==> src/rtl/cfo_est_sequencer.sv <==
// Drives the CFO estimator go/End/done handshake for 2^LOG2_AVG back-to-back runs.
// It then presents the arithmetic-shift average of the captured estimates; every wait is bounded by TIMEOUT.
module cfo_est_sequencer #(
    parameter int EW       = 16,
    parameter int LOG2_AVG = 2,
    parameter int TIMEOUT  = 1023
) (
    input  logic          clk,
    input  logic          reset,
    input  logic          start,
    output logic          go,
    input  logic          t_valid,
    input  logic [EW-1:0] est_in,
    output logic          est_end,
    input  logic          done_in,
    output logic [EW-1:0] est_out,
    output logic          est_valid,
    output logic          timeout_err,
    output logic          busy
);

    localparam int AW = EW + LOG2_AVG;
    localparam int RW = (LOG2_AVG < 1) ? 1 : LOG2_AVG;
    localparam int TW = $clog2(TIMEOUT + 1);
    localparam logic [RW-1:0] RUN_LAST  = RW'((1 << LOG2_AVG) - 1);
    localparam logic [TW-1:0] TIMER_MAX = TW'(TIMEOUT);

    typedef enum logic [2:0] {
        S_IDLE, S_GO, S_WAIT_T, S_END, S_WAIT_DONE, S_OUT, S_ERR
    } state_t;

    state_t               state_q, state_d;
    logic signed [AW-1:0] acc_q, acc_d;
    logic [RW-1:0]        run_q, run_d;
    logic [TW-1:0]        timer_q, timer_d;
    logic [EW-1:0]        est_out_q, est_out_d;
    logic                 go_q, go_d;
    logic                 est_end_q, est_end_d;
    logic                 est_valid_q, est_valid_d;
    logic                 timeout_err_q, timeout_err_d;
    logic                 busy_q, busy_d;
    logic signed [AW-1:0] est_sext;

    assign est_sext = AW'(signed'(est_in));

    always_comb begin
        state_d   = state_q;
        acc_d     = acc_q;
        run_d     = run_q;
        timer_d   = timer_q;
        est_out_d = est_out_q;
        case (state_q)
            S_IDLE: begin
                if (start) begin
                    state_d = S_GO;
                    acc_d   = '0;
                    run_d   = '0;
                end
            end
            S_GO: begin
                state_d = S_WAIT_T;
                timer_d = '0;
            end
            S_WAIT_T: begin
                // An estimate arriving on the last permitted cycle still wins over the timeout.
                if (t_valid) begin
                    acc_d   = acc_q + est_sext;
                    state_d = S_END;
                end else if (timer_q == TIMER_MAX) begin
                    state_d = S_ERR;
                end else begin
                    timer_d = timer_q + 1'b1;
                end
            end
            S_END: begin
                state_d = S_WAIT_DONE;
                timer_d = '0;
            end
            S_WAIT_DONE: begin
                if (done_in) begin
                    if (run_q == RUN_LAST) begin
                        state_d   = S_OUT;
                        est_out_d = EW'(acc_q >>> LOG2_AVG);
                    end else begin
                        run_d   = run_q + 1'b1;
                        state_d = S_GO;
                    end
                end else if (timer_q == TIMER_MAX) begin
                    state_d = S_ERR;
                end else begin
                    timer_d = timer_q + 1'b1;
                end
            end
            S_OUT:   state_d = S_IDLE;
            S_ERR:   state_d = S_IDLE;
            default: state_d = S_IDLE;
        endcase

        // Outputs are registered copies of the next-state decode, so they line up with state_q.
        go_d          = (state_d == S_GO);
        est_end_d     = (state_d == S_END);
        est_valid_d   = (state_d == S_OUT);
        timeout_err_d = (state_d == S_ERR);
        busy_d        = (state_d != S_IDLE);
    end

    always_ff @(posedge clk) begin
        if (reset) begin
            state_q       <= S_IDLE;
            acc_q         <= '0;
            run_q         <= '0;
            timer_q       <= '0;
            est_out_q     <= '0;
            go_q          <= 1'b0;
            est_end_q     <= 1'b0;
            est_valid_q   <= 1'b0;
            timeout_err_q <= 1'b0;
            busy_q        <= 1'b0;
        end else begin
            state_q       <= state_d;
            acc_q         <= acc_d;
            run_q         <= run_d;
            timer_q       <= timer_d;
            est_out_q     <= est_out_d;
            go_q          <= go_d;
            est_end_q     <= est_end_d;
            est_valid_q   <= est_valid_d;
            timeout_err_q <= timeout_err_d;
            busy_q        <= busy_d;
        end
    end

    assign go          = go_q;
    assign est_end     = est_end_q;
    assign est_out     = est_out_q;
    assign est_valid   = est_valid_q;
    assign timeout_err = timeout_err_q;
    assign busy        = busy_q;

endmodule
==> config.mk <==
export PLATFORM = sky130hd
export DESIGN_NAME = cfo_est_sequencer
export DESIGN_NICKNAME = d
export VERILOG_FILES = /design/src/rtl/cfo_est_sequencer.sv
export SDC_FILE = /design/constraint.sdc
export NUM_CORES = 1
export LEC_CHECK = 0
export ABC_AREA = 0
export BUFFER_PORTS_ARGS = -buffer_cell sky130_fd_sc_hd__buf_2
export CORE_UTILIZATION = 56
export CTS_BUF_LIST = sky130_fd_sc_hd__clkbuf_4 sky130_fd_sc_hd__clkbuf_8
export DETAILED_ROUTE_END_ITERATION = 10
export PLACE_DENSITY = 0.74
export REMOVE_ABC_BUFFERS = 1
export SYNTH_ARGS = -nofsm -noshare
export SYNTH_HDL_FRONTEND = slang
export SYNTH_SLANG_ARGS = --single-unit
export TNS_END_PERCENT = 20
==> constraint.sdc <==
create_clock -name clk -period 2.65 [get_ports clk]
set_input_delay 0.53 -clock clk [delete_from_list [all_inputs] [get_ports clk]]
set_output_delay 0.53 -clock clk [all_outputs]
set_load 0.005 [all_outputs]
==> qor.csv, run 1 <==
stage;metric;value;unit
setup_path;crit path cell chain;ha_1 > a21oi_1 > nor2b_1 > a31oi_1 > o31a_1 > o21ai_2 > or4b_1 > nand3_1;
logic_synthesis;Synth Warn #;0;
logic_synthesis;sequential share of the synthesized area;37.8;%
clocking;post-CTS sizing;0;
layout;Multi-input gate area;1680;µm²
clocking;CTS tree;done;
die;CORE AREA;4820;µm²
logic_synthesis;largest cells by area after synthesis;dfxtp_1 38%, ha_1 8.3%, nand2_1 7.9%;
power_and_ir_drop;Pwr Total;0.00154;W
power_and_ir_drop;leakage;1.37;nW
grt;busiest layer in global routing;met2;
logic_synthesis;Yosys reg bits;54;
timing;fin crit share;86.2;%
drt;1st-iter DRT viols;150;
logic_synthesis;number of synthesized flops with an enable pin;0;
drt;DR vias;2580;
layout;diodes inserted;0;
clocking;Hold-fix buffers, CTS;0;
grt;gr usage total;24.8;%
logic_synthesis;Avg Inst Size Synth;7.90;µm²
drt;post-DR wirelength/cell;13.2;µm
grt;antenna violations before repair;0;
grt;vias in the first global route;2383;
placed_design;routability congestion estimate;0.907;
layout;filler instances;438;
logic_synthesis;Cell Area, Synth;2860;µm²
setup_path;Critical Path AT;2.54;ns
logic_synthesis;post-synthesis cell type count;45;
clocking;Setup Buffers After CTS;0;
power_and_ir_drop;pwr dens;476;nW/µm²
die;die height;73.5;µm
logic_synthesis;ys async rst share;0;%
job;maxcap violations;0;
die;die area;5400;µm²
layout;layout cells sized above 1;15.6;%
placed_design;Detailed Place HPWL;4.55;mm
grt;met2 Use GR;41.4;%
grt;Congestion Overflow GR;0;
outcome;status;completed;
timing;relative slew slack;55.7;%
die;Die Wd;73.5;µm
clocking;CTS Root Cell;clkbuf_8;
logic_synthesis;Yosys top cell area share;37.8;%
timing;worst hold margin;0.456;ns
drt;final wirelength;6.22;mm
timing;final setup vio count;0;
setup_path;slowest CP cell;or4b_1;
drt;antenna viol nets, final;0;
logic_synthesis;Post-synth top flop;dfxtp_1;
setup_path;CP top delay family;compound AO/OA/AOI/OAI gates;
power_and_ir_drop;VDD IR max;0.386;mV
grt;met3 Resource Use GR;4.12;%
layout;register area;1080;µm²
drt;DRC;0;
hold_path;HP Class;flip-flop to flip-flop;
clocking;Skew-Pair Late Insertion Delay;0.31;ns
die;num ports;42;
timing;Fin Clk Skew;0.00560;ns
die;row cnt;25;
clocking;clk buf depth;2;
setup_path;Crit path buffers/inverters;0;
logic_synthesis;dominant cell type by area after synthesis;dfxtp_1;
logic_synthesis;Post-Syn Instances;362;
setup_path;worst-path fanout max;5;
setup_path;slowest stage delay, CP;0.48;ns
setup_path;Required @ worst endpoint;2.90;ns
clocking;H-tree levels;2;
setup_path;Worst Path Class, Setup;flip-flop to flip-flop;
grt;pin count of the biggest net entering global routing;19;
timing;f_max;438;MHz
die;Initial Util;59.4;%
timing;Tightest Pin Transition;0.662;ns
layout;Area Overhead vs Synth;12.7;%
grt;first-pass GRT wire length;10.6;mm
grt;met1 GRT Util;33.1;%
timing;unrepaired setup endpoints after global routing;false;
setup_path;CP startpoint kind;flip-flop;
drt;DR pass1 iterations;4;
setup_path;CP endpoint kind;flip-flop;
drt;Via density;5.49;
placed_design;IO buf count;41;
timing;final setup TNS;0;ns
timing;Min Clock Period, post-route;2.29;ns
timing;final hold viol count;0;
clocking;clock slew at reported path FFs;0.10;ns
clocking;total CTS buffers;5;
clocking;clk sinks;54;
layout;Final Util;67.0;%
timing;pins over their slew limit;0;
layout;Final #Nets;443;
==> layer usage <==
metal | up-vias | wire, µm
met2 | 51 | 2910
met3 | 7 | 229
met5 | - | 0
met1 | 1186 | 3020
li1 | 1336 | -
met4 | 0 | 66
==> synthesized netlist by cell type (3+ instances only) <==
library cell and instances:
nand2_1 60, dfxtp_1 54, a21oi_1 40, nor2_1 35
ha_1 19, o21ai_0 19, inv_1 14, nor3_1 12
nand3_1 11, xnor2_1 11, clkbuf_1 9, xor2_1 8
a22oi_1 7, or2_2 6, or3_1 5, a21o_1 4
nand2b_1 4, o211ai_1 4, and3_1 3, buf_2 3
mux2i_1 3, nand4_1 3, nor2b_1 3
==> worst min-delay path: cells and delay by family, from the launching register on <==
family	cells	cell delay (ns)
simple gates	1	0.05
flops	1	0.32
compound gates	1	0.05
==> registers in the layout (all words and copies together) (netlist names) <==
signal,count
acc_q,18
busy,1
est_end,1
est_out,16
est_valid,1
go,1
run_q,2
state_q,3
timeout_err,1
timer_q,10
==> final timing paths <==
check	from	end	slack [ns]	cells past startpoint
setup / recovery	acc_q[1]$_SDFFE_PP0P_	acc_q[13]$_SDFFE_PP0P_	0.36	8
hold reg to reg	est_out[12]$_SDFFE_PP0P_	est_out[12]$_SDFFE_PP0P_	0.46	2
hold / removal	est_out[12]$_SDFFE_PP0P_	est_out[12]$_SDFFE_PP0P_	0.46	2
setup reg to reg	acc_q[1]$_SDFFE_PP0P_	acc_q[13]$_SDFFE_PP0P_	0.36	8
==> power breakdown <==
part	switching, W	internal [W]	total (W)	leakage [nW]
sequential	0.0000186	0.000831	0.000849	0.436
clock	0.000273	0.000198	0.000471	0.0486
combinational	0.000128	0.0000874	0.000216	0.884
==> through the flow <==
step | instance area (µm²) | std cells | setup WS (ns)
after floorplan | 2810 | 349 | 0.335
after global placement | 3140 | 462 | 0.115
after detailed placement | 3140 | 462 | 0.0810
after CTS | 3230 | 470 | 0.396
after global routing | 3230 | 470 | 0.213
final | 3230 | 470 | 0.365
==> cells by family (layout without fill, tap and decap cells) <==
kind of cell             after synthesis  in the layout  share of synthesized area [%]
AND/OR/NAND/NOR                      148            148                           23.5
XOR/XNOR                              19             19                           5.82
AO/OA/AOI/OAI                         91             91                           19.2
flip-flops                            54             54                           37.8
adder cells (fa/ha/maj)               20             20                           9.01
buffers and inverters                 27             68                           3.67
multiplexers                           3              3                           1.05
==> final cells by class <==
| type | instances | area share [%] |
|---|---|---|
| inverter | 14 | 1.63 |
| clock buffer | 6 | 2.37 |
| timing repair buffer | 46 | 7.53 |
| tap | 67 | 2.60 |
| clock inverter | 2 | 0.427 |
| multi-input combinational | 281 | 51.9 |
| sequential | 54 | 33.5 |
==> layout by cell type (no fill, tap or decap), drive strengths merged, types with 4 or more instances in the layout <==
cell type  instances
nand3             11
ha                19
nor2              35
buf               46
o21ai             20
xor2               8
a21oi             40
a21o               4
nand2             60
or3                5
clkbuf             6
nand2b             4
nor3              13
xnor2             11
inv               14
dfxtp             54
o211ai             4
or2                6
a22oi              7
Power figures use the tool's default switching activity.
==> inputs of run 2 (changes only) <==
BUFFER_PORTS_ARGS = default   (was -buffer_cell sky130_fd_sc_hd__buf_2)
DONT_BUFFER_PORTS = 1   (was default)
PLACE_DENSITY = 0.67   (was 0.74)
==> run 2 against run 1 <==
Against the previous run: combinational power shrank 16%; design area down 6.4%; clock skew increased by 0.0021 ns; utilization decreased by 4.3 points; first-iteration DRC count is 29% lower.
==> qor.csv, run 2 (synthesis results as in run 1) <==
stage;metric;value;unit;change
layout;most common cell after layout, fill and taps aside;nand2_1;;unchanged
setup_path;critical register-to-register path startpoint;acc_q[4]$_SDFFE_PP0P_;;was acc_q[1]$_SDFFE_PP0P_
power_and_ir_drop;VDD IR max;0.204;mV;was 0.386 mV
layout;filler instances;480;;was 438
placed_design;IO buf count;0;;was 41
setup_path;Critical Path AT;2.49;ns;was 2.54 ns
drt;post-DR wirelength/cell;14.0;µm;was 13.2 µm
drt;DR vias;2397;;was 2580
clocking;post-CTS sizing;0;;unchanged
power_and_ir_drop;Pwr Total;0.00151;W;was 0.00154 W
timing;worst hold margin;0.274;ns;was 0.456 ns
job;maxcap violations;0;;unchanged
layout;diodes inserted;0;;unchanged
timing;final setup vio count;0;;unchanged
die;Die Wd;73.5;µm;unchanged
timing;fin crit share;86.6;%;was 86.2%
power_and_ir_drop;pwr dens;500;nW/µm²;was 476 nW/µm²
hold_path;cell count of the worst hold path;1;;was 2
setup_path;Crit. Startpoint;acc_q[4]$_SDFFE_PP0P_;;was acc_q[1]$_SDFFE_PP0P_
die;die height;73.5;µm;unchanged
layout;Final #Nets;401;;was 443
die;num ports;42;;unchanged
setup_path;worst-path fanout max;5;;unchanged
die;Initial Util;59.4;%;unchanged
setup_path;crit path cell chain;ha_1 > a21o_1 > a31o_1 > a31oi_1 > o31a_1 > o41a_1 > mux2i_1 > o211ai_1;;was ha_1 > a21oi_1 > nor2b_1 > a31oi_1 > o31a_1 > o21ai_2 > or4b_1 > nand3_1
clocking;clk buf depth;2;;unchanged
grt;vias in the first global route;2160;;was 2383
placed_design;dpl cells;420;;was 462
setup_path;slowest stage delay, CP;0.34;ns;was 0.48 ns
drt;DR pass1 iterations;4;;unchanged
timing;f_max;436;MHz;was 438 MHz
grt;Congestion Overflow GR;0;;unchanged
placed_design;routability congestion estimate;0.870;;was 0.907
grt;gr usage total;23.4;%;was 24.8%
setup_path;FF-to-FF setup slack;0.36;ns;about the same
timing;relative slew slack;50.8;%;was 55.7%
drt;final wirelength;5.97;mm;was 6.22 mm
drt;1st-iter DRT viols;106;;was 150
setup_path;R2R cell count;8;;unchanged
clocking;CTS Root Cell;clkbuf_8;;unchanged
timing;unrepaired setup endpoints after global routing;false;;unchanged
clocking;clk sinks;54;;unchanged
layout;most frequent cells in the layout;60 x nand2_1, 54 x dfxtp_1, 40 x a21oi_1, 35 x nor2_1;;was 60 x nand2_1, 54 x dfxtp_1, 41 x buf_2, 40 x a21oi_1, 35 x nor2_1
layout;layout cells sized above 1;5.82;%;was 15.6%
grt;antenna violations before repair;0;;unchanged
clocking;clock slew at reported path FFs;0.10;ns;about the same
die;CORE AREA;4820;µm²;unchanged
timing;Fin Clk Skew;0.00769;ns;was 0.00560 ns
drt;Via density;5.60;;was 5.49
hold_path;WHS Endpoint;est_out[15]$_SDFFE_PP0P_;;was est_out[12]$_SDFFE_PP0P_
clocking;Hold-fix buffers, CTS;0;;unchanged
setup_path;CP startpoint kind;flip-flop;;unchanged
timing;final hold viol count;0;;unchanged
layout;final non-filler cell total;428;;was 470
timing;pins over their slew limit;0;;unchanged
layout;Area Overhead vs Synth;5.47;%;was 12.7%
power_and_ir_drop;leakage;1.17;nW;was 1.37 nW
drt;antenna viol nets, final;0;;unchanged
outcome;status;completed;;unchanged
die;row cnt;25;;unchanged
layout;max reg flops;18;;unchanged
setup_path;Worst Path Class, Setup;flip-flop to flip-flop;;unchanged
die;die area;5400;µm²;unchanged
setup_path;worst flop-to-flop path endpoint;acc_q[17]$_SDFFE_PP0P_;;was acc_q[13]$_SDFFE_PP0P_
setup_path;slowest CP cell;ha_1;;was or4b_1
layout;Top reg by flops;acc_q;;unchanged
clocking;H-tree levels;2;;unchanged
timing;Tightest Pin Transition;0.735;ns;was 0.662 ns
clocking;CTS tree;done;;unchanged
grt;pin count of the biggest net entering global routing;34;;was 19
placed_design;Detailed Place HPWL;4.37;mm;was 4.55 mm
drt;DRC;0;;unchanged
hold_path;HP Class;input pin to flip-flop;;was flip-flop to flip-flop
setup_path;CP endpoint kind;flip-flop;;unchanged
layout;design area;3020;µm²;was 3230 µm²
clocking;Skew-Pair Late Insertion Delay;0.31;ns;about the same
setup_path;Required @ worst endpoint;2.85;ns;was 2.90 ns
hold_path;Hold Startpoint;reset;;was est_out[12]$_SDFFE_PP0P_
clocking;total CTS buffers;5;;unchanged
placed_design;dpl cell area;2920;µm²;was 3140 µm²
timing;final setup TNS;0;ns;unchanged
clocking;Setup Buffers After CTS;0;;unchanged
grt;first-pass GRT wire length;9.85;mm;was 10.6 mm
timing;Min Clock Period, post-route;2.29;ns;about the same
[run 2: changes by cell type in the layout (fill, tap and decap cells not counted)]
cell,before,now
clkbuf_4,1,0
clkbuf_8,5,6
clkinvlp_4,0,1
clkinv_4,1,0
buf_4,5,4
buf_2,41,0
[run 2: layout make-up]
class | instances | area, µm² | area share [%]
Clock buffer | 6 | 82.6 | 2.74
Clock inverter | 2 | 12.5 | 0.415
Inverter | 14 | 52.6 | 1.74
Multi-Input combinational cell | 281 | 1680 | 55.5
Sequential cell | 54 | 1080 | 35.8
Tap cell | 67 | 83.8 | 2.78
Timing Repair Buffer | 4 | 30.0 | 0.995
[run 2: report_power, final]
part	internal, W	total (W)	switching, W	leakage [nW]
clock network	0.000211	0.000477	0.000267	0.0472
logic	0.0000728	0.000181	0.000108	0.684
registers	0.000831	0.000851	0.0000199	0.436
[run 2: critical path, delay by kind of cell, from the launching register on]
family | cells | cell delay (ns)
compound gates | 6 | 1.31
fa+ha+maj | 1 | 0.34
flops | 1 | 0.33
mux | 1 | 0.19
[run 2: worst max path at each step]
| stage | end | slack (ns) | cells past startpoint |
|---|---|---|---|
| 2_1_floorplan | acc_q[17]$_SDFFE_PP0P_ | 0.33 | 8 |
| 3_3_place_gp | acc_q[17]$_SDFFE_PP0P_ | 0.23 | 8 |
| 3_5_place_dp | acc_q[17]$_SDFFE_PP0P_ | 0.16 | 8 |
| 4_1_cts | acc_q[17]$_SDFFE_PP0P_ | 0.36 | 8 |
| 5_1_grt | acc_q[17]$_SDFFE_PP0P_ | 0.17 | 8 |
| 6_report | acc_q[17]$_SDFFE_PP0P_ | 0.36 | 8 |
[run 2: stage by stage]
| stage | utilization, % | worst slack, ns |
|---|---|---|
| final | 62.6 | 0.356 |
| after global routing | 62.6 | 0.172 |
| after floorplan | - | 0.335 |
| after CTS | 62.6 | 0.359 |
| after detailed placement | 60.7 | 0.162 |
| after global placement | 60.7 | 0.228 |
[run 2: metal layers]
metal	track usage, %	vias up	routed length [µm]
li1	-	1265	-
met1	30.8	1083	2840
met2	38.4	44	2750
met3	5.21	5	325
met4	6.41	0	53
met5	0	-	0
